$ cat src/rtl/fishing_pkg.sv
`default_nettype none
// ============================================================================
// Module : fishing_pkg
// Colours, screen geometry, FSM states and per-level fish tables.
// Rev    : 1.0
// ============================================================================
package fishing_pkg;

    localparam logic [11:0] BLACK  = 12'h000;
    localparam logic [11:0] RED    = 12'hF00;
    localparam logic [11:0] GREEN  = 12'h0F0;
    localparam logic [11:0] BLUE   = 12'h00F;
    localparam logic [11:0] WHITE  = 12'hFFF;
    localparam logic [11:0] ORANGE = 12'hF80;
    localparam logic [11:0] BROWN  = 12'h840;
    localparam logic [11:0] YELLOW = 12'hFF0;

    typedef enum logic [1:0] {
        S_FISH = 2'd0,
        S_REEL = 2'd1,
        S_WIN  = 2'd2,
        S_LOSE = 2'd3
    } state_e;

    localparam logic [1:0] ST_FISH = S_FISH;
    localparam logic [1:0] ST_REEL = S_REEL;
    localparam logic [1:0] ST_WIN  = S_WIN;
    localparam logic [1:0] ST_LOSE = S_LOSE;

    localparam logic [9:0] H_MIN       = 10'd144;
    localparam logic [9:0] H_MAX       = 10'd798;
    localparam logic [9:0] ROD_X_MIN   = 10'd312;
    localparam logic [9:0] ROD_X_MAX   = 10'd798;
    localparam logic [9:0] ROD_X_RESET = 10'd450;
    localparam logic [9:0] SURFACE_Y   = 10'd155;
    localparam logic [9:0] CATCH_Y     = 10'd106;
    localparam logic [9:0] LINE_TOP    = 10'd75;
    localparam logic [9:0] SUN_X       = 10'd720;
    localparam logic [9:0] SUN_Y       = 10'd55;
    localparam logic [9:0] SUN_SIZE    = 10'd40;

    // 470 - 90k goes negative past level 5; those levels reuse the top row.
    function automatic logic [9:0] fish_y(input logic [2:0] k);
        case (k)
            3'd0:    fish_y = 10'd470;
            3'd1:    fish_y = 10'd380;
            3'd2:    fish_y = 10'd290;
            3'd3:    fish_y = 10'd200;
            3'd4:    fish_y = 10'd110;
            default: fish_y = 10'd20;
        endcase
    endfunction

    function automatic logic [9:0] fish_half_h(input logic [2:0] k);
        case (k)
            3'd0:    fish_half_h = 10'd10;
            3'd1:    fish_half_h = 10'd8;
            3'd2:    fish_half_h = 10'd5;
            default: fish_half_h = 10'd3;
        endcase
    endfunction

    function automatic logic [9:0] fish_width(input logic [2:0] k);
        case (k)
            3'd0:    fish_width = 10'd60;
            3'd1:    fish_width = 10'd40;
            3'd2:    fish_width = 10'd20;
            default: fish_width = 10'd10;
        endcase
    endfunction

endpackage
`default_nettype wire

$ cat src/rtl/fishing_game_controller_if.sv
`default_nettype none
// ============================================================================
// Module : fishing_if
// Buttons, pixel position and game status bundle between board and game.
// Rev    : 1.0
// ============================================================================
interface fishing_if;
    logic        tick;
    logic        bright;
    logic        up;
    logic        down;
    logic        left;
    logic        right;
    logic [9:0]  hCount;
    logic [9:0]  vCount;
    logic [11:0] rgb;
    logic [2:0]  level;
    logic [7:0]  score;
    logic [2:0]  lives;
    logic        game_over;
    logic        win;

    modport master (
        output tick, bright, up, down, left, right, hCount, vCount,
        input  rgb, level, score, lives, game_over, win
    );

    modport slave (
        input  tick, bright, up, down, left, right, hCount, vCount,
        output rgb, level, score, lives, game_over, win
    );
endinterface
`default_nettype wire

$ cat src/rtl/fishing_game_controller_renderer.sv
`default_nettype none
// ============================================================================
// Module : fishing_renderer
// Combinational pixel classifier: picks the colour of the current pixel.
// Rev    : 1.0
// ============================================================================
module fishing_renderer
    import fishing_pkg::*;
(
    input  logic        bright_i,
    input  logic [9:0]  hcount_i,
    input  logic [9:0]  vcount_i,
    input  logic [1:0]  state_i,
    input  logic [2:0]  level_i,
    input  logic [9:0]  rxpos_i,
    input  logic [9:0]  rypos_i,
    input  logic [9:0]  fxpos_i,
    input  logic [9:0]  fypos_i,
    output logic [11:0] rgb_o
);
    logic [10:0] w_h, w_v, w_rx, w_ry, w_fx, w_fy, w_hh, w_wd;
    logic        w_buoy, w_angler, w_fish, w_rod, w_sun_box;

    assign w_h  = {1'b0, hcount_i};
    assign w_v  = {1'b0, vcount_i};
    assign w_rx = {1'b0, rxpos_i};
    assign w_ry = {1'b0, rypos_i};
    assign w_fx = {1'b0, fxpos_i};
    assign w_fy = {1'b0, fypos_i};
    assign w_hh = {1'b0, fish_half_h(level_i)};
    assign w_wd = {1'b0, fish_width(level_i)};

    // Offsets are moved to the other side of each compare so nothing subtracts.
    assign w_buoy = (w_h + 11'd3 >= w_rx) && (w_h <= w_rx + 11'd3) &&
                    (w_v + 11'd3 >= {1'b0, SURFACE_Y}) && (w_v <= {1'b0, SURFACE_Y} + 11'd3);

    assign w_angler = ((w_h + 11'd125 >= w_rx) && (w_h + 11'd115 <= w_rx) &&
                       (w_v >= 11'd70) && (w_v <= 11'd90)) ||
                      ((w_h + 11'd128 >= w_rx) && (w_h + 11'd112 <= w_rx) &&
                       (w_v > 11'd90) && (w_v <= 11'd150));

    assign w_fish = ((state_i == ST_FISH) || (state_i == ST_REEL)) &&
                    (w_h >= w_fx) && (w_h < w_fx + w_wd) &&
                    (w_v + w_hh >= w_fy) && (w_v <= w_fy + w_hh);

    assign w_rod = ((w_h + 11'd110 >= w_rx) && (w_h <= w_rx) &&
                    (w_v >= 11'd72) && (w_v <= 11'd74)) ||
                   ((w_h >= w_rx) && (w_h <= w_rx + 11'd1) &&
                    (w_v >= 11'd72) && (w_v <= {1'b0, LINE_TOP})) ||
                   ((w_h == w_rx) && (w_v >= {1'b0, LINE_TOP}) && (w_v <= w_ry));

    assign w_sun_box = (w_h >= {1'b0, SUN_X}) && (w_h < {1'b0, SUN_X} + {1'b0, SUN_SIZE}) &&
                       (w_v >= {1'b0, SUN_Y}) && (w_v < {1'b0, SUN_Y} + {1'b0, SUN_SIZE});

    always_comb begin
        if (!bright_i)                                  rgb_o = BLACK;
        else if (w_buoy)                                rgb_o = BROWN;
        else if (w_angler)                              rgb_o = RED;
        else if (w_fish)                                rgb_o = ORANGE;
        else if (w_rod)                                 rgb_o = GREEN;
        else if (w_sun_box && (state_i == ST_WIN))      rgb_o = YELLOW;
        else if (w_sun_box && (state_i == ST_LOSE))     rgb_o = RED;
        else if (vcount_i >= SURFACE_Y)                 rgb_o = BLUE;
        else                                            rgb_o = WHITE;
    end
endmodule
`default_nettype wire

$ cat src/rtl/fishing_game_controller.sv
`default_nettype none
// ============================================================================
// Module : fishing_game_controller
// Tick-gated fishing game state machine with score, lives, timeout and escape.
// Rev    : 1.0
// ============================================================================
module fishing_game_controller
    import fishing_pkg::*;
#(
    parameter int NUM_LEVELS    = 4,
    parameter int FISH_SPEED    = 2,
    parameter int ROD_SPEED     = 3,
    parameter int LINE_DROP     = 4,
    parameter int REEL_SPEED    = 2,
    parameter int TIMEOUT_TICKS = 1024,
    parameter int ESCAPE_TICKS  = 32,
    parameter int START_LIVES   = 3
) (
    input  logic      clk,
    input  logic      rst,
    fishing_if.slave  game_if
);
    logic [1:0]  state_q, state_d;
    logic [2:0]  level_q, level_d, lives_q, lives_d;
    logic [9:0]  rxpos_q, rxpos_d, rypos_q, rypos_d, fxpos_q, fxpos_d, fypos_q, fypos_d;
    logic [10:0] timer_q, timer_d;
    logic [5:0]  esc_q, esc_d;
    logic [7:0]  score_q, score_d;
    logic        w_lose_life, w_catch;
    logic [10:0] w_fx, w_fy, w_rx, w_ry, w_half, w_dist;
    logic [9:0]  w_fy_up, w_ry_up;

    assign w_fx   = {1'b0, fxpos_q};
    assign w_fy   = {1'b0, fypos_q};
    assign w_rx   = {1'b0, rxpos_q};
    assign w_ry   = {1'b0, rypos_q};
    assign w_half = {1'b0, fish_half_h(level_q)};
    assign w_dist = (w_ry >= w_fy) ? (w_ry - w_fy) : (w_fy - w_ry);
    assign w_catch = game_if.up && (w_fx <= w_rx) && (w_rx <= w_fx + w_half) && (w_dist <= w_half);

    // Reel positions after this tick; completion is judged on the new fish y.
    assign w_fy_up = !game_if.up ? fypos_q :
                     (fypos_q > 10'(REEL_SPEED)) ? fypos_q - 10'(REEL_SPEED) : 10'd0;
    assign w_ry_up = (rypos_q > 10'(REEL_SPEED)) ? rypos_q - 10'(REEL_SPEED) : 10'd0;

    always_comb begin
        state_d = state_q;  level_d = level_q;  rxpos_d = rxpos_q;  rypos_d = rypos_q;
        fxpos_d = fxpos_q;  fypos_d = fypos_q;  timer_d = timer_q;  esc_d   = esc_q;
        score_d = score_q;  lives_d = lives_q;  w_lose_life = 1'b0;
        if (game_if.tick) begin
            case (state_q)
                ST_FISH: begin
                    fypos_d = fish_y(level_q);
                    if (w_fx < {1'b0, H_MIN} + 11'(FISH_SPEED)) fxpos_d = H_MAX;
                    else                                        fxpos_d = fxpos_q - 10'(FISH_SPEED);
                    if (w_ry + 11'(LINE_DROP) <= w_fy + w_half) rypos_d = rypos_q + 10'(LINE_DROP);
                    if (game_if.right)
                        rxpos_d = (w_rx + 11'(ROD_SPEED) > {1'b0, ROD_X_MAX}) ? ROD_X_MAX : rxpos_q + 10'(ROD_SPEED);
                    else if (game_if.left)
                        rxpos_d = (w_rx < {1'b0, ROD_X_MIN} + 11'(ROD_SPEED)) ? ROD_X_MIN : rxpos_q - 10'(ROD_SPEED);
                    if (w_catch) begin
                        state_d = ST_REEL;
                        fxpos_d = rxpos_q;
                        timer_d = '0;
                        esc_d   = '0;
                    end else if (timer_q == 11'(TIMEOUT_TICKS - 1)) begin
                        w_lose_life = 1'b1;
                    end else begin
                        timer_d = timer_q + 11'd1;
                    end
                end
                ST_REEL: begin
                    fxpos_d = rxpos_q;
                    if (game_if.up) begin
                        fypos_d = w_fy_up;
                        rypos_d = w_ry_up;
                        esc_d   = '0;
                    end else begin
                        esc_d   = esc_q + 6'd1;
                    end
                    if (w_fy_up < CATCH_Y) begin
                        score_d = (score_q == 8'hFF) ? score_q : score_q + 8'd1;
                        if (level_q == 3'(NUM_LEVELS - 1)) begin
                            state_d = ST_WIN;
                        end else begin
                            state_d = ST_FISH;
                            level_d = level_q + 3'd1;
                            fxpos_d = H_MAX;
                            fypos_d = fish_y(level_q + 3'd1);
                            rypos_d = SURFACE_Y;
                            timer_d = '0;
                            esc_d   = '0;
                        end
                    end else if (!game_if.up && (esc_q == 6'(ESCAPE_TICKS - 1))) begin
                        state_d = ST_FISH;
                        fxpos_d = H_MAX;
                        fypos_d = fish_y(level_q);
                        esc_d   = '0;
                        w_lose_life = 1'b1;
                    end
                end
                default: begin
                    if (game_if.left || game_if.right) begin
                        state_d = ST_FISH;
                        level_d = '0;
                        rxpos_d = ROD_X_RESET;
                        rypos_d = SURFACE_Y;
                        fxpos_d = H_MAX;
                        fypos_d = fish_y(3'd0);
                        timer_d = '0;
                        esc_d   = '0;
                        lives_d = 3'(START_LIVES);
                    end
                    if ((state_q == ST_LOSE) && game_if.down) score_d = '0;
                end
            endcase
            if (w_lose_life) begin
                if (lives_q <= 3'd1) begin
                    lives_d = '0;
                    state_d = ST_LOSE;
                end else begin
                    lives_d = lives_q - 3'd1;
                    fxpos_d = H_MAX;
                    rypos_d = SURFACE_Y;
                    timer_d = '0;
                    esc_d   = '0;
                end
            end
        end
    end

    always_ff @(posedge clk or posedge rst) begin
        if (rst) begin
            state_q <= ST_FISH;
            level_q <= '0;
            rxpos_q <= ROD_X_RESET;
            rypos_q <= SURFACE_Y;
            fxpos_q <= H_MAX;
            fypos_q <= fish_y(3'd0);
            timer_q <= '0;
            esc_q   <= '0;
            score_q <= '0;
            lives_q <= 3'(START_LIVES);
        end else begin
            state_q <= state_d;
            level_q <= level_d;
            rxpos_q <= rxpos_d;
            rypos_q <= rypos_d;
            fxpos_q <= fxpos_d;
            fypos_q <= fypos_d;
            timer_q <= timer_d;
            esc_q   <= esc_d;
            score_q <= score_d;
            lives_q <= lives_d;
        end
    end

    assign game_if.level     = level_q;
    assign game_if.score     = score_q;
    assign game_if.lives     = lives_q;
    assign game_if.game_over = (state_q == ST_LOSE);
    assign game_if.win       = (state_q == ST_WIN);

    fishing_renderer u_renderer (
        .bright_i (game_if.bright),
        .hcount_i (game_if.hCount),
        .vcount_i (game_if.vCount),
        .state_i  (state_q),
        .level_i  (level_q),
        .rxpos_i  (rxpos_q),
        .rypos_i  (rypos_q),
        .fxpos_i  (fxpos_q),
        .fypos_i  (fypos_q),
        .rgb_o    (game_if.rgb)
    );
endmodule
`default_nettype wire

$ cat src/flat_wrapper.sv
// flat-port wrapper written by rule: the top's interface ports become plain ports
module fishing_game_controller_flat import fishing_pkg::*;
#(
    parameter int NUM_LEVELS    = 4,
    parameter int FISH_SPEED    = 2,
    parameter int ROD_SPEED     = 3,
    parameter int LINE_DROP     = 4,
    parameter int REEL_SPEED    = 2,
    parameter int TIMEOUT_TICKS = 1024,
    parameter int ESCAPE_TICKS  = 32,
    parameter int START_LIVES   = 3
)
  (clk, rst, game_if_tick, game_if_bright, game_if_up, game_if_down, game_if_left, game_if_right, game_if_hCount, game_if_vCount, game_if_rgb, game_if_level, game_if_score, game_if_lives, game_if_game_over, game_if_win);
  fishing_if game_if_i ();
  input  logic clk;
  input  logic rst;
  input wire logic [$bits(game_if_i.tick)-1:0] game_if_tick;
  input wire logic [$bits(game_if_i.bright)-1:0] game_if_bright;
  input wire logic [$bits(game_if_i.up)-1:0] game_if_up;
  input wire logic [$bits(game_if_i.down)-1:0] game_if_down;
  input wire logic [$bits(game_if_i.left)-1:0] game_if_left;
  input wire logic [$bits(game_if_i.right)-1:0] game_if_right;
  input wire logic [$bits(game_if_i.hCount)-1:0] game_if_hCount;
  input wire logic [$bits(game_if_i.vCount)-1:0] game_if_vCount;
  output wire logic [$bits(game_if_i.rgb)-1:0] game_if_rgb;
  output wire logic [$bits(game_if_i.level)-1:0] game_if_level;
  output wire logic [$bits(game_if_i.score)-1:0] game_if_score;
  output wire logic [$bits(game_if_i.lives)-1:0] game_if_lives;
  output wire logic [$bits(game_if_i.game_over)-1:0] game_if_game_over;
  output wire logic [$bits(game_if_i.win)-1:0] game_if_win;
  assign game_if_i.tick = game_if_tick;
  assign game_if_i.bright = game_if_bright;
  assign game_if_i.up = game_if_up;
  assign game_if_i.down = game_if_down;
  assign game_if_i.left = game_if_left;
  assign game_if_i.right = game_if_right;
  assign game_if_i.hCount = game_if_hCount;
  assign game_if_i.vCount = game_if_vCount;
  assign game_if_rgb = game_if_i.rgb;
  assign game_if_level = game_if_i.level;
  assign game_if_score = game_if_i.score;
  assign game_if_lives = game_if_i.lives;
  assign game_if_game_over = game_if_i.game_over;
  assign game_if_win = game_if_i.win;
  fishing_game_controller #(.NUM_LEVELS(NUM_LEVELS), .FISH_SPEED(FISH_SPEED), .ROD_SPEED(ROD_SPEED), .LINE_DROP(LINE_DROP), .REEL_SPEED(REEL_SPEED), .TIMEOUT_TICKS(TIMEOUT_TICKS), .ESCAPE_TICKS(ESCAPE_TICKS), .START_LIVES(START_LIVES)) u_core (.clk(clk), .rst(rst), .game_if(game_if_i));
endmodule
$ cat config.mk
export PLATFORM = sky130hd
export DESIGN_NAME = fishing_game_controller_flat
export DESIGN_NICKNAME = d
export VERILOG_FILES = /design/src/rtl/fishing_pkg.sv /design/src/rtl/fishing_game_controller_if.sv /design/src/rtl/fishing_game_controller_renderer.sv /design/src/rtl/fishing_game_controller.sv /design/src/flat_wrapper.sv
export SDC_FILE = /design/constraint.sdc
export NUM_CORES = 1
export LEC_CHECK = 0
export BUFFER_PORTS_ARGS = -buffer_cell sky130_fd_sc_hd__buf_4
export CAP_MARGIN = 0
export CORE_MARGIN = 2
export CORE_UTILIZATION = 60
export CTS_BUF_LIST = sky130_fd_sc_hd__clkbuf_8
export DETAILED_ROUTE_END_ITERATION = 6
export GPL_TIMING_DRIVEN = 0
export PLACE_DENSITY = 0.78
export SLEW_MARGIN = 0
export SYNTH_ARGS = -nofsm -noshare
export SYNTH_HDL_FRONTEND = slang
export SYNTH_SLANG_ARGS = --single-unit
$ cat constraint.sdc
create_clock -name clk -period 11 [get_ports clk]
set_input_delay 2.2 -clock clk [delete_from_list [all_inputs] [get_ports clk]]
set_output_delay 2.2 -clock clk [all_outputs]
set_load 0.03 [all_outputs]
Yosys cells after proc, flatten, opt, wreduce, memory -nomap -nowiden

Index checks and enable logic that the tools add are counted.
W data, S select, Z words.

Input bits: 28
Logic and storage cells: 240
Output and inout bits: 28
Register bits after elaboration: 73

Multiplexer cells: 88
Equality and inequality tests: 20
Add/sub/neg operators: 27
Reduce and logical (&&, ||, !) cells: 51
Bitwise gates (word level): 2
Order comparisons: 42

Operators with widths:

| kind                    | count |
|---|---|
| $mux W10                | 28 |
| $mux W12                | 8 |
| $pmux W9 S5             | 2 |
| $mux W11                | 8 |
| $pmux W10 S2            | 4 |
| $ge A11 B10 Y1          | 5 |
| $mux W6                 | 8 |
| $add A10 B7 Y11 const B | 4 |
| $le A10 B11 Y1          | 4 |
| $sub A10 B2 Y10 const B | 4 |
| $add A10 B2 Y11 const B | 3 |
| $logic_and A1 B1 Y1     | 31 |
| $ge A10 B10 Y1          | 3 |
| $ge A10 B7 Y1 const B   | 3 |
| $le A10 B10 Y1          | 3 |
| $le A10 B7 Y1 const B   | 3 |
| $mux W8                 | 3 |
| $add A10 B10 Y11        | 2 |
| $add A10 B4 Y11         | 2 |
| $le A11 B10 Y1          | 2 |
| $pmux W11 S2            | 1 |
| $sub A10 B10 Y11        | 2 |
| $mux W3                 | 7 |
| $gt A10 B2 Y1 const B   | 2 |
| 58 further kinds        | 88 |

Depth between registers and ports, before layout

Gate-level depths: netlist (run 1).

Word-level depth: 12
Gate-level depth with buffers: 24

Modules after synthesis

From an unflattened synthesis (run 1), not the netlist that was laid out.

Cells, all modules: 1782
Area, all modules: 13416.6 um^2

Modules (own cells, without submodules):

| module                  | times used | area each (um^2) | sequential area each (um^2) | cells an instance |
|---|---|---|---|---|
| fishing_game_controller | 1          | 8236.6           | 1855.5                      | 1085 |
| fishing_renderer        | 1          | 5180.0           | 0.0                         | 697 |

Worst setup path before layout (run 1)

OpenSTA, ideal clock, no wires.

Path type: input -> output
Start point: input port game_if_vCount[0]
End point: output port game_if_rgb[1]
Stages on the path: 19
Required time: 8.800 ns
Path slack: 2.871 ns
Buffers on the path: 1
Arrival time: 5.929 ns
Path through: ha_1 -> fa_1 -> a21o_1 -> a21oi_1 -> nor2_1 -> nand2_1 -> xnor2_1 -> ha_1 -> a21o_1 -> nand2_1 -> a31oi_1 -> a211oi_1 -> o41a_1 -> nor3_1 -> nor4bb_1 -> nor2_1 -> nand2b_1 -> nor3_1 -> buf_4

Word-level cells in the longest chain between the ends: 11
Elaborated cells on any way between the ends: 45
Classes of those cells: add/sub: 2; order compare: 15; mux: 7; reduce/logical: 21

Ends and longest elaborated chain:

| what                                                     | line                                   | source |
|---|---|---|
| from (decl)                                              | flat_wrapper.sv:24                     | `input wire logic [$bits(game_if_i.vCount)-1:0] game_if_vCount;` |
| branches (longest 9 deep; another with $add A10 B10 Y11) | n/a                                    |  |
| $mux W12 *                                               | fishing_game_controller_renderer.sv:57 | `else if (w_buoy) rgb_o = BROWN;` |
| $mux W12 *                                               | fishing_game_controller_renderer.sv:56 | `if (!bright_i) rgb_o = BLACK;` |
| to (decl)                                                | flat_wrapper.sv:25                     | `output wire logic [$bits(game_if_i.rgb)-1:0] game_if_rgb;` |

Mark *: on every way between the ends.

Final worst setup path (run 1)

Start point: register u_core.level_q[0] (netlist: u_core.game_if.level[0])
End point: output port game_if_rgb[10]

Word-level cells in the longest chain between the ends: 11
Elaborated cells on any way between the ends: 18
Classes of those cells: add/sub: 3; order compare: 3; eq/ne: 2; mux: 6; reduce/logical: 4

Ends and longest elaborated chain:

| what                                       | line                                   | source |
|---|---|---|
| from (decl)                                | fishing_game_controller.sv:24          | `logic [2:0] level_q, level_d, lives_q, lives_d;` |
| from (signal assigned)                     | fishing_game_controller.sv:146         | `level_q <= level_d;` |
| $eq A3 B2 Y1, or another cell as far along | fishing_pkg.sv:55, fishing_pkg.sv:64   |  |
| $pmux W6 S3                                | fishing_pkg.sv:64                      | `case (k)` |
| $add A10 B10 Y11                           | fishing_game_controller_renderer.sv:43 | `(w_h >= w_fx) && (w_h < w_fx + w_wd) &&` |
| $lt A10 B11 Y1                             | fishing_game_controller_renderer.sv:43 |  |
| $logic_and A1 B1 Y1 (2 in a row)           | fishing_game_controller_renderer.sv:43 |  |
| $logic_and A1 B1 Y1 *                      | fishing_game_controller_renderer.sv:44 | `(w_v + w_hh >= w_fy) && (w_v <= w_fy + w_hh);` |
| $mux W12 *                                 | fishing_game_controller_renderer.sv:59 | `else if (w_fish) rgb_o = ORANGE;` |
| $mux W12 *                                 | fishing_game_controller_renderer.sv:58 | `else if (w_angler) rgb_o = RED;` |
| $mux W12 *                                 | fishing_game_controller_renderer.sv:57 |  |
| $mux W12 *                                 | fishing_game_controller_renderer.sv:56 |  |

Every way passes the cells marked *; elsewhere a longest branch is shown, timed or not.

==> results of run 1 <==
==> kinds of logic (layout without fill, tap and decap cells) <==
kind of cell / Yosys count / after routing / share of synthesized area
buf+inv: 192 / 263 / 0.06091
flops: 73 / 73 / 0.1459
xor+xnor: 109 / 109 / 0.07508
simple gates: 500 / 500 / 0.2008
mux: 10 / 10 / 0.008168
compound gates: 527 / 527 / 0.2752
fa+ha+maj: 234 / 234 / 0.2338
==> routing by layer <==
metal,global-route usage,vias up,part of all wire
met1,0.4847,6310,0.42
met3,0.05823,140,0.095
met2,0.5768,744,0.45
li1,-,6239,-
met5,0,-,0
met4,0.1243,0,0.036
==> through the flow <==
step / total power (µW) / setup WS, ps / cells / hold slack, ps / cell area [µm²]
final: 4274 / 2413 / 1991 / 529.6 / 13690
after global routing: 4670 / 1922 / 1991 / 559.1 / 13690
after CTS: 4188 / 2460 / 1991 / 537.0 / 13690
after detailed placement: 3940 / 2481 / 1975 / 523.5 / 13490
after global placement: 3828 / 2549 / 1974 / 515.1 / 13460
after floorplan: 3042 / 2871 / 1645 / 480.9 / 12710
==> flip-flops by register name, indices dropped and copies added, names as in the netlist, 6 cells and up <==
signal                flops
u_core.timer_q           11
u_core.rxpos_q           10
u_core.fxpos_q           10
u_core.fypos_q           10
u_core.game_if.score      8
u_core.rypos_q           10
u_core.esc_q              6
==> worst min path at each step <==
stage | start | end | slack (ps) | cells after the start
floorplan | u_core.timer_q[10] | u_core.timer_q[10] | 480 | 1
global placement | u_core.timer_q[10] | u_core.timer_q[10] | 520 | 1
detailed placement | u_core.esc_q[0] | u_core.esc_q[0] | 520 | 1
CTS | u_core.esc_q[0] | u_core.esc_q[0] | 540 | 1
global route | u_core.esc_q[0] | u_core.esc_q[0] | 560 | 1
finish | u_core.esc_q[0] | u_core.esc_q[0] | 530 | 1
==> layout by cell type, fill, tap and decap left out, types with 25 or more instances in the layout <==
| cell | n |
|---|---|
| inv_1 | 103 |
| xnor2_1 | 88 |
| nand2_1 | 101 |
| nor2_1 | 119 |
| nand4_1 | 28 |
| clkbuf_1 | 54 |
| o21ai_0 | 118 |
| a21oi_1 | 126 |
| o22ai_1 | 25 |
| nor3_1 | 53 |
| a21o_1 | 38 |
| dfrtp_1 | 50 |
| nand3_1 | 53 |
| ha_1 | 228 |
| nor2b_1 | 30 |
| o21a_1 | 25 |
| buf_4 | 61 |
==> worst reg2reg max path: stages, from the launching register on <==
cell,delay [ps]
dfstp_2,630
clkinv_1,390
ha_1,480
a21o_1,230
a21o_1,230
o32a_1,400
a21o_4,270
mux2_2,280
ha_1,280
nor2b_1,130
o21a_1,160
o21a_1,160
o21ai_0,630
o311a_1,360
o211ai_2,140
o32ai_1,820
a222oi_1,200
o221ai_1,240
==> cell type report <==
cell class | count | area, µm² | area share
plain buffers | 81 | 357.8 | 0.02614
inverters | 111 | 419.2 | 0.03062
clock buffers | 9 | 123.9 | 0.009049
well taps | 275 | 344.1 | 0.02513
flip-flops and latches | 73 | 1856 | 0.1355
multi-input cells | 1380 | 10080 | 0.7367
repair buffers | 55 | 432.9 | 0.03162
clock inverters | 7 | 71.32 | 0.005210
==> power groups by stage <==
stage	Clock (µW)	Sequential [µW]	Combinational, µW
3_5_place_dp	0	584	3360
4_1_cts	226	579	3380
6_report	227	591	3460
3_3_place_gp	0	582	3250
5_1_grt	237	603	3830
2_1_floorplan	0	538	2500
==> impl_metrics.csv, run 1 <==
group,metric,value,unit
worst_hold_path,hp-class,"reg2reg",
synth,synth_fp_nets,1907,
finish,n_antenna_cell,0,
finish,fillers,1866,
detailed_routing,drtIter0Drc,1684,
clock_tree,post-cts-setup-buffers,0,
synth,synth_edf_count,0,
synth,postSynth.asyncResetShare,1.000,
floorplanning,die_height,149.6,µm
clock_tree,cts_made_buffers,9,
pwr,p_int,1878,µW
synth,ys_ff_latch,73,
worst_setup_path,crit_end,"game_if_rgb[10]",
place,gp_congestion,0.9825,
floorplanning,start_util,0.6087,
clock_tree,postCtsHoldBufs,0,
floorplanning,core_area,0.02089,mm²
global_route,antenna_found_initial,0,
floorplanning,num_io_pins,56,
detailed_routing,viasPerCell,6.747,
clock_tree,clk-insertion-delay-late,390,ps
floorplanning,die_w,149.6,µm
clock_tree,cts_tree,"built",
floorplanning,row_count,53,
finish,utilization,0.6553,
detailed_routing,vias,13430,
global_route,first_global_vias,12580,
pwr,pwr-share-comb,0.809,
sta,finClkSkew,17.50,ps
sta,final-hold-violation-count,0,
detailed_routing,detail-route-antenna-nets,0,
worst_setup_path,endpoint_kind,"output port",
flow_run,maxCapViolCount,0,
clock_tree,clock-root-buffer,"clkbuf_8",
place,io_buffers,54,
clock_tree,h-tree-depth,3,
synth,ys_seq_area_frac,0.1459,
worst_setup_path,crit_start,"u_core.game_if.level[0]",
synth,ys_types,98,
synth,synth_ff_type,"dfrtp_1",
worst_setup_path,r2r_cells,17,
worst_setup_path,timing.critical_path.buf_inv,4,
worst_setup_path,crit_family,"simple AND/OR/NAND/NOR gates",
sta,min_period,8587,ps
pwr,switchingPower,2396,µW
finish,layout.nets,1973,
detailed_routing,first_pass_iters,7,
synth,synthCells,1645,
synth,yosysTopAreaCellShare,0.2244,
floorplanning,die_area,0.02237,mm²
sta,fin_crit_sh,0.7806,
clock_tree,cts_buffer_depth,2,
worst_setup_path,crit_arrival,6390,ps
sta,maxSlewHeadroom,0.2921,
global_route,grt_pass1_wl,64280,µm
worst_setup_path,max_stage_delay,660,ps
synth,yosysWarnings,0,
sta,max_freq,116.5,MHz
global_route,grt_usage,0.3577,
clock_tree,cts_sinks,73,
place,hpwl,30840,µm
detailed_routing,drcViolationCount,14,
synth,synth_commonest_cells,"228 x ha_1, 126 x a21oi_1, 119 x nor2_1",
synth,synth.most_common_cell,"ha_1",
clock_tree,cts.reportedPaths.clkPinSlew,90,ps
pwr,power_leakage,0.006049,µW
finish,drive_gt1_frac,0.08683,
global_route,overflow,0,
sta,finalSetupViolCount,0,
synth,synth_area,0.01271,mm²
synth,synth_area_leader_cell,"ha_1",
clock_tree,ctsResizeCount,0,
worst_setup_path,r2r_start,"u_core.fypos_q[4]",
pwr,p_sw_frac,0.5606,
detailed_routing,wl_per_cell,20.25,µm
sta,rsz0062_at_grt,"false",
global_route,grt_max_degree,64,
synth,syn_area_per_cell,7.729,µm²
sta,slew_viol_final,0,
worst_setup_path,rrSetupSlack,4900,ps
sta,finalSetupTns,0,ps
pwr,ir_drop,0.2082,mV
pwr,p_clk_frac,0.053,
synth,yosys-top-cells-area,"ha_1 22%, dfrtp_1 9.8%, xnor2_1 6.1%",
pwr,p_per_area,312.2,mW/mm²
worst_setup_path,crit_cells,25,
detailed_routing,wl,40320,µm
worst_setup_path,cp-start-kind,"flip-flop",
worst_setup_path,critPathKind,"reg2out",
worst_setup_path,crit_slowest_cell,"nor4bb_1",
outcome,violations,"design-rule violations",
worst_setup_path,rr_endpoint,"u_core.fxpos_q[5]",
worst_setup_path,crit_fanout,10,
pwr,seqPwrFrac,0.138,
outcome,run_status,"complete, but fails checks",
sta,tightest_slew,1047,ps
worst_setup_path,cp.required,8800,ps
finish,area_growth,7.666,%
No activity file was read; power rests on OpenSTA's default activity.
==> inputs of run 2 (changes only) <==
--- a/config.mk
+++ b/config.mk
@@ -5,6 +5,7 @@
 export SDC_FILE = /design/constraint.sdc
 export NUM_CORES = 1
 export LEC_CHECK = 0
+export ABC_AREA = 1
 export BUFFER_PORTS_ARGS = -buffer_cell sky130_fd_sc_hd__buf_4
 export CAP_MARGIN = 0
 export CORE_MARGIN = 2
==> constraint.sdc (replaced) <==
create_clock -name clk -period 8.7 [get_ports clk]
set_input_delay 1.74 -clock clk [delete_from_list [all_inputs] [get_ports clk]]
set_output_delay 1.74 -clock clk [all_outputs]
set_load 0.03 [all_outputs]
==> run 2 against run 1 <==
Compared with the run above:
- the run now ends clean
- combinational power grew 16%
- sequential power grew 9.8%
- synthesized cell count grew 30%
- register-to-register slack lost 2300 ps
- design area grew 5.9%
==> impl_metrics.csv, run 2 <==
group,metric,value,unit
floorplanning,die_w,154.3,µm
synth,synth_commonest_cells,"521 x nand2_1, 279 x inv_1, 228 x ha_1",
worst_setup_path,cp.required,6960,ps
global_route,overflow,0,
worst_setup_path,crit_fanout,8,
worst_setup_path,crit_arrival,5850,ps
sta,fin_crit_sh,0.8723,
sta,max_freq,131.8,MHz
finish,final_common_cell,"nand2_1",
pwr,seqPwrFrac,0.132,
pwr,pwr-share-comb,0.816,
detailed_routing,first_pass_iters,7,
finish,final_cell_mix,"521 x nand2_1, 279 x inv_1, 228 x ha_1",
detailed_routing,wl_per_cell,17.62,µm
outcome,run_status,"completed",
clock_tree,ctsResizeCount,0,
synth,ys_seq_area_frac,0.1370,
floorplanning,num_io_pins,56,
synth,postSynth.asyncResetShare,1.000,
pwr,p_clk_frac,0.052,
clock_tree,cts_sinks,73,
sta,rsz0062_at_grt,"false",
pwr,power.total,4912,µW
worst_hold_path,min_to,"u_core.game_if.lives[1]",
floorplanning,start_util,0.6150,
detailed_routing,drtIter0Drc,1453,
sta,finalSetupTns,0,ps
pwr,power_leakage,0.007567,µW
clock_tree,cts_tree,"built",
detailed_routing,wl,43940,µm
worst_setup_path,critPathKind,"reg2out",
pwr,ir_drop,0.2178,mV
finish,regMostFlops,"u_core.timer_q",
synth,synthAdderAreaFrac,0.2195,
synth,yosysTopAreaCellShare,0.2106,
global_route,grt_max_degree,45,
worst_hold_path,hold_start,"u_core.game_if.lives[1]",
finish,area_growth,7.010,%
worst_hold_path,whs_path_depth,2,
pwr,p_per_area,338.8,mW/mm²
global_route,first_global_vias,13950,
finish,layout.nets,2471,
place,gp_congestion,1.006,
clock_tree,h-tree-depth,3,
floorplanning,row_count,54,
worst_setup_path,cp-start-kind,"flip-flop",
sta,min_period,7589,ps
sta,tightest_slew,1040,ps
sta,finalSetupViolCount,0,
synth,synth.most_common_cell,"nand2_1",
synth,synth_area,0.01355,mm²
floorplanning,die_area,0.02380,mm²
synth,synth_top_family_by_area,"simple AND/OR/NAND/NOR gates",
detailed_routing,drcViolationCount,0,
sta,slew_viol_final,0,
clock_tree,cts_made_buffers,9,
synth,synthXorXnorAreaFrac,0.06789,
synth,synth_ff_type,"dfrtp_1",
sta,finClkSkew,15.09,ps
synth,synth-simple-area-share,0.3144,
synth,ys_ff_latch,73,
pwr,p_int,1929,µW
finish,n_antenna_cell,0,
worst_setup_path,endpoint_kind,"output port",
synth,ys_types,55,
finish,utilization,0.6581,
finish,drive_gt1_frac,0.06098,
pwr,p_sw_frac,0.6073,
synth,synth_fp_nets,2406,
worst_setup_path,r2r_start,"u_core.game_if.level[0]",
global_route,antenna_found_initial,1,
synth,syn_area_per_cell,6.318,µm²
detailed_routing,detail-route-antenna-nets,0,
synth,synth_edf_count,0,
synth,synth_area_leader_cell,"ha_1",
clock_tree,clock-root-buffer,"clkbuf_8",
clock_tree,cts.reportedPaths.clkPinSlew,80,ps
worst_setup_path,r2r_cells,26,
global_route,grt_pass1_wl,70980,µm
floorplanning,die_height,154.3,µm
worst_hold_path,hp-class,"reg2reg",
clock_tree,clk-insertion-delay-late,390,ps
worst_setup_path,rrSetupSlack,2590,ps
worst_setup_path,rr_endpoint,"u_core.esc_q[1]",
synth,yosys-top-cells-area,"ha_1 21%, nand2_1 14%, dfrtp_1 9.2%",
detailed_routing,viasPerCell,5.986,
flow_run,maxCapViolCount,0,
global_route,grt_usage,0.3662,
pwr,switchingPower,2983,µW
synth,synthCells,2144,
clock_tree,postCtsHoldBufs,0,
finish,largest_reg_flops,11,
synth,synth_compound_area_frac,0.1621,
sta,final-hold-violation-count,0,
place,io_buffers,53,
clock_tree,cts_buffer_depth,2,
detailed_routing,vias,14930,
synth,yosysWarnings,0,
place,hpwl,34780,µm
sta,maxSlewHeadroom,0.3016,
synth,synthMuxAreaShare,0,
clock_tree,post-cts-setup-buffers,0,
floorplanning,core_area,0.02203,mm²
## run 2: per-layer routing
layer / track usage / share of wire / up-vias
met4: 0.1146 / 0.026 / 2
met5: 0 / 0.00030 / -
met3: 0.05296 / 0.097 / 90
li1: - / - / 7289
met2: 0.5881 / 0.44 / 701
met1: 0.5101 / 0.44 / 6847
## run 2: critical path, stage by stage (launching register included)
cell and delay (ps):
dfrtp_1 470, inv_1 160, ha_1 310, nor2_1 140
nor2_1 710, nand2_1 460, ha_1 360, fa_1 430
nand3_1 100, nand3_1 170, xor2_1 200, ha_1 320
a21oi_1 130, nor2_1 50, a211oi_1 200, nor2_1 80
nor2_1 100, nand3_1 120, nand3_1 130, nor2_1 90
nor3_1 390, buf_4 180, buf_4 150
## run 2: cell families after synthesis
logic type,count (synthesis)
and+or+nand+nor,1001
adders and majority gates,234
xor gates and xnor gates,105
buffers and inverters,344
DFF,73
AOI/OAI and AO/OA,387
## run 2: per-stage QoR
step                area (µm²)  hold slack [ps]  std cells  setup slack (ps)
global route             14500            520.8       2494             590.9
floorplan                13550            472.1       2144              1732
finish                   14500            507.5       2494              1111
CTS                      14500            507.5       2494              1211
global placement         14300            476.2       2477              1695
detailed placement       14330            493.5       2478              1569
## run 2: power groups by stage
stage          Combinational [µW]  Clock, µW  Sequential [µW]
2_1_floorplan                2850          0              601
3_3_place_gp                 3780          0              644
3_5_place_dp                 3870          0              644
4_1_cts                      3900        255              638
5_1_grt                      4500        266              657
6_report                     4010        255              649
## run 2: worst max path at each step
stage,from,to,cells past startpoint
after floorplan,game_if_hCount[2],game_if_rgb[1],21
after global placement,game_if_hCount[2],game_if_rgb[1],23
final,u_core.game_if.level[0],game_if_rgb[2],22
after detailed placement,game_if_hCount[6],game_if_rgb[2],20
after global routing,u_core.game_if.level[0],game_if_rgb[10],26
after CTS,u_core.game_if.level[0],game_if_rgb[2],22
## run 2: area by class of cell
class	instances	area [µm²]
clock buffers	9	123.9
multi-input cells	1727	10350
repair buffers	54	425.4
fillers	2193	7530
well taps	280	350.3
inverters	290	1091
flip-flops and latches	73	1856
plain buffers	54	255.2
clock inverters	7	47.55
